<file path="src/rtl/serial_subtractor.sv">
`default_nettype none
// ============================================================================
//  Module   : serial_subtractor
//  Purpose  : Bit-serial subtractor. Computes diff = a - b - bin (mod 2^WIDTH)
//             one bit per clock, LSB first, with one full-subtractor cell and
//             a registered borrow. Uses a start/busy/done handshake.
//  Ports    : clk   - system clock, rising edge
//             rst   - asynchronous active-high reset
//             start - request, honoured only while idle
//             a, b  - minuend / subtrahend, captured on accepted start
//             bin   - borrow-in, captured on accepted start
//             busy  - high while bits are being processed
//             done  - one-cycle completion pulse
//             diff  - registered result
//             bout  - registered borrow-out (a < b + bin, unsigned)
//             ovf   - registered two's-complement overflow
//  Revision : 1.0 - initial release
// ============================================================================
module serial_subtractor #(
    parameter int WIDTH = 8
) (
    input  logic             clk,
    input  logic             rst,
    input  logic             start,
    input  logic [WIDTH-1:0] a,
    input  logic [WIDTH-1:0] b,
    input  logic             bin,
    output logic             busy,
    output logic             done,
    output logic [WIDTH-1:0] diff,
    output logic             bout,
    output logic             ovf
);

    localparam int CNT_W = $clog2(WIDTH);
    localparam logic [CNT_W-1:0] C_LAST_CNT = CNT_W'(WIDTH - 1);

    typedef enum logic [1:0] {
        S_IDLE  = 2'd0,
        S_SHIFT = 2'd1,
        S_DONE  = 2'd2
    } state_t;

    state_t           state_q, state_d;
    logic [CNT_W-1:0] cnt_q,   cnt_d;
    logic [WIDTH-1:0] sa_q,    sa_d;
    logic [WIDTH-1:0] sb_q,    sb_d;
    logic [WIDTH-1:0] sd_q,    sd_d;
    logic [WIDTH-1:0] diff_q,  diff_d;
    logic             br_q,    br_d;
    logic             amsb_q,  amsb_d;
    logic             bmsb_q,  bmsb_d;
    logic             bout_q,  bout_d;
    logic             ovf_q,   ovf_d;

    // Full-subtractor cell operating on the current LSBs.
    logic             dbit;
    logic             br_next;
    logic [WIDTH-1:0] sd_shift;

    always_comb begin
        dbit     = sa_q[0] ^ sb_q[0] ^ br_q;
        br_next  = (~sa_q[0] & sb_q[0]) | (~(sa_q[0] ^ sb_q[0]) & br_q);
        // Result bits enter at the MSB so that after WIDTH shifts the LSB
        // produced first has reached bit 0.
        sd_shift = {dbit, sd_q[WIDTH-1:1]};
    end

    always_comb begin
        state_d = state_q;
        cnt_d   = cnt_q;
        sa_d    = sa_q;
        sb_d    = sb_q;
        sd_d    = sd_q;
        br_d    = br_q;
        amsb_d  = amsb_q;
        bmsb_d  = bmsb_q;
        diff_d  = diff_q;
        bout_d  = bout_q;
        ovf_d   = ovf_q;

        case (state_q)
            S_IDLE: begin
                if (start) begin
                    state_d = S_SHIFT;
                    sa_d    = a;
                    sb_d    = b;
                    br_d    = bin;
                    amsb_d  = a[WIDTH-1];
                    bmsb_d  = b[WIDTH-1];
                    cnt_d   = '0;
                    sd_d    = '0;
                end
            end
            S_SHIFT: begin
                sa_d  = sa_q >> 1;
                sb_d  = sb_q >> 1;
                sd_d  = sd_shift;
                br_d  = br_next;
                cnt_d = cnt_q + 1'b1;
                if (cnt_q == C_LAST_CNT) begin
                    state_d = S_DONE;
                    // Published results use the final bit computed this cycle,
                    // so they are taken from the shift input, not sd_q.
                    diff_d  = sd_shift;
                    bout_d  = br_next;
                    // Overflow only possible when operand signs differ and the
                    // result sign differs from the minuend sign.
                    ovf_d   = (amsb_q ^ bmsb_q) & (amsb_q ^ sd_shift[WIDTH-1]);
                end
            end
            S_DONE: begin
                state_d = S_IDLE;
            end
            default: begin
                state_d = S_IDLE;
            end
        endcase
    end

    always_ff @(posedge clk or posedge rst) begin
        if (rst) begin
            state_q <= S_IDLE;
            cnt_q   <= '0;
            sa_q    <= '0;
            sb_q    <= '0;
            sd_q    <= '0;
            br_q    <= 1'b0;
            amsb_q  <= 1'b0;
            bmsb_q  <= 1'b0;
            diff_q  <= '0;
            bout_q  <= 1'b0;
            ovf_q   <= 1'b0;
        end else begin
            state_q <= state_d;
            cnt_q   <= cnt_d;
            sa_q    <= sa_d;
            sb_q    <= sb_d;
            sd_q    <= sd_d;
            br_q    <= br_d;
            amsb_q  <= amsb_d;
            bmsb_q  <= bmsb_d;
            diff_q  <= diff_d;
            bout_q  <= bout_d;
            ovf_q   <= ovf_d;
        end
    end

    assign busy = (state_q == S_SHIFT);
    assign done = (state_q == S_DONE);
    assign diff = diff_q;
    assign bout = bout_q;
    assign ovf  = ovf_q;

endmodule
`default_nettype wire

</file>
<file path="config.mk">
export PLATFORM = sky130hd
export DESIGN_NAME = serial_subtractor
export DESIGN_NICKNAME = d
export VERILOG_FILES = /design/src/rtl/serial_subtractor.sv
export SDC_FILE = /design/constraint.sdc
export NUM_CORES = 1
export LEC_CHECK = 0
export CAP_MARGIN = 30
export CORE_UTILIZATION = 30
export CTS_CLUSTER_DIAMETER = 200
export CTS_CLUSTER_SIZE = 30
export DETAILED_ROUTE_END_ITERATION = 8
export PLACE_DENSITY = 0.58
export REMOVE_ABC_BUFFERS = 1
export SLEW_MARGIN = 25
export SYNTH_ARGS = -nofsm -noshare
export SYNTH_HDL_FRONTEND = slang
export SYNTH_SLANG_ARGS = --single-unit
</file>
<file path="constraint.sdc">
create_clock -name clk -period 2 [get_ports clk]
set_input_delay 0.3 -clock clk [delete_from_list [all_inputs] [get_ports clk]]
set_output_delay 0.3 -clock clk [all_outputs]
set_load 0.01 [all_outputs]
</file>
==> metrics <==
status completed; H-tree levels 2; vias after detailed routing 1229; post-synth top area share 57.5%; fill count 577; power per cell area 1380 nW/um^2; Die Span Y 79.1 um; max-slew violation count 0; routability cong. 0.708; R2R cell count 4; Synth Area in Simple Gates 13.1%; final setup margin 0.153 ns; final instance area 2270 sq um; gr ovfl total 0; count leader, synth dfrtp_1; # nets final 211; via density per instance 4.73; Worst-Margin Slew 0.639 ns; Netlist cell types 22; period utilisation layout 92.4%; synth top area cells dfrtp_1 57%, mux2_2 6.9%, and3b_1 6.4%; share of cells above drive strength 1 13.8%; top_reg_cell synth dfrtp_1; Diodes inserted 0; max_slew headroom 57.4%; Gate Count Post-Synth 154; IO Count 32; clk root buf clkbuf_8; critical path depth in cells 2; CTS hold repair buffers 0; worst path arrival time 1.55 ns; Num CTS Buffers 5; vias in the first global route 1243; Commonest cells post-synth 41 x dfrtp_1, 17 x nand2_1, 15 x a21oi_1, 15 x o21ai_0, 13 x and3b_1; WS Path Type flop to output pin; antenna violations before repair 0; RSZ-0062 raised after global routing no; CP Buf/Inv Count 1; site row count 27; post-DR wirelength/cell 13.0 um; First-pass DRT Iterations 4; R2R Path End cnt_q[0]; largest net degree at the start of global routing 42; ys async rst share 100%; area delta synth->final 27.0%; maxcap violations 0; DR iter-0 viols 71; clock latency at the later pin of the worst-skew pair 0.28 ns; Max Fclk 0.541 GHz; DP HPWL 2280 um; XOR/XNOR Fraction of Synth Area 0%; family with the most delay on the worst path buffers and inverters; Detail Route Antenna Nets 0; main combinational cell family by area after synthesis compound AO/OA/AOI/OAI gates; die width 79.1 um; Reg-to-Reg Start state_q[1]; Layout Skew 0.00474 ns; slowest stage delay, CP 0.57 ns; slowest cell on the critical path clkdlybuf4s50_1; CP Max Fanout 10; Final min period 1.85 ns; Yosys reg bits 41; Worst IR Drop VDD 0.379 mV; endpoints failing setup 0; Initial Utilization 31.8%; Placed Area 2180 sq um; core region area 5610 sq um; Yosys Warn Count 0; leakage 1.05 nW; Reg clk slew, reported paths 0.07 ns; CTS tree built; register area share after synthesis 57.5%; Startpoint Class flop; critical path required time 1.70 ns; Adder-Cell Fraction of Synth Area 2.52%; setup bufs post-CTS 0; Hold WC Path Type primary input to asynchronous set/reset pin; die area 6260 sq um; area leader, netlist dfrtp_1; drc violations 0; Setup crit start state_q[0]; syn avg cell area 11.6 sq um; gr usage total 12.3%; final core occ 40.4%; # port buffers 31; Post-synth EDFFs 0; Hold Vio Cnt, Final 0; CP endpoint kind output pin; drt total wl 3390 um; slack of the worst reg-to-reg path 0.40 ns; critical-path cell list nor2b_1 > clkdlybuf4s50_1; worst slack, placed 0.181 ns; # clock sinks 41; Pwr Total 3.13 mW; Sum Neg Setup Slack 0 ns; first-pass GRT wire length 5950 um; Clock Path Buffers 2; post-synthesis compound-gate area fraction 15.8%; mux contribution to synthesized area 6.94%; Netlist Area Pre-Place 1790 sq um
[stage by stage]
step                hold WS [ns]  std cells
CTS                        0.471        260
finish                     0.440        260
global placement           0.464        252
floorplan                  0.433        144
detailed placement         0.470        253
global route               0.497        260
[state kept, by name (all words and copies together) (netlist names), 2 cells and up]
signal   flops
sb_q         8
sa_q         8
cnt_q        3
sd_q         7
state_q      2
diff         8
[layout make-up]
cell class                 instances  area [sq um]  area share [%]
sequential                        41          1030            45.3
multi-input combinational         99           686            30.2
clock buffer                       7          86.3            3.81
timing repair buffer              37           363            16.0
tap                               72          90.1            3.97
inverter                           4          15.0           0.662
[worst max-delay path by stage]
stage | endpoint | slack (ns)
5_1_grt | busy | 0.06
2_1_floorplan | cnt_q[0] | 0.33
6_report | busy | 0.15
4_1_cts | busy | 0.01
3_5_place_dp | bmsb_q | 0.18
3_3_place_gp | cnt_q[0] | 0.03
[kinds of logic (layout without fill, tap and decap cells)]
logic type,after synthesis,in the layout
AOI/OAI and AO/OA,46,46
DFF,41,41
and+or+nand+nor,39,39
buffers and inverters,14,48
adders and majority gates,3,3
muxes,11,11
[layout by cell type (no fill, tap or decap), types with 4 or more instances in the layout]
cell / Yosys / final
a22o_1: 11 / 11
dfrtp_1: 41 / 40
a21oi_1: 15 / 15
buf_4: 2 / 5
nand2_1: 17 / 17
nor2b_1: 4 / 4
clkdlybuf4s50_1: 0 / 31
o21ai_0: 15 / 15
clkbuf_8: 0 / 6
and3b_1: 13 / 13
inv_1: 4 / 4
mux2_2: 11 / 11
[worst register-to-register path: stages, from the launching register on]
cell      delay, ns
dfrtp_1        0.43
buf_4          0.21
o21bai_2       0.36
buf_8          0.23
mux2_2         0.26
[power breakdown]
part           internal (mW)  total [mW]  switching [mW]
Clock                  0.274       0.530           0.256
Sequential              1.18        1.40           0.215
Combinational          0.669        1.21           0.537
Total                   2.12        3.13            1.01
[repair_timing]
action,in CTS,in global routing
endpoints found under the setup margin,0,1
resized for setup,0,1
endpoints found under the hold margin,0,0
[metal layers]
metal	up-vias	wire, um	track usage [%]
met1	598	1670	16.1
met2	20	1540	19.1
met4	0	63	5.45
met5	-	0	0
li1	606	-	-
met3	5	114	3.22
Note: power is estimated with default switching activity, not from simulation.
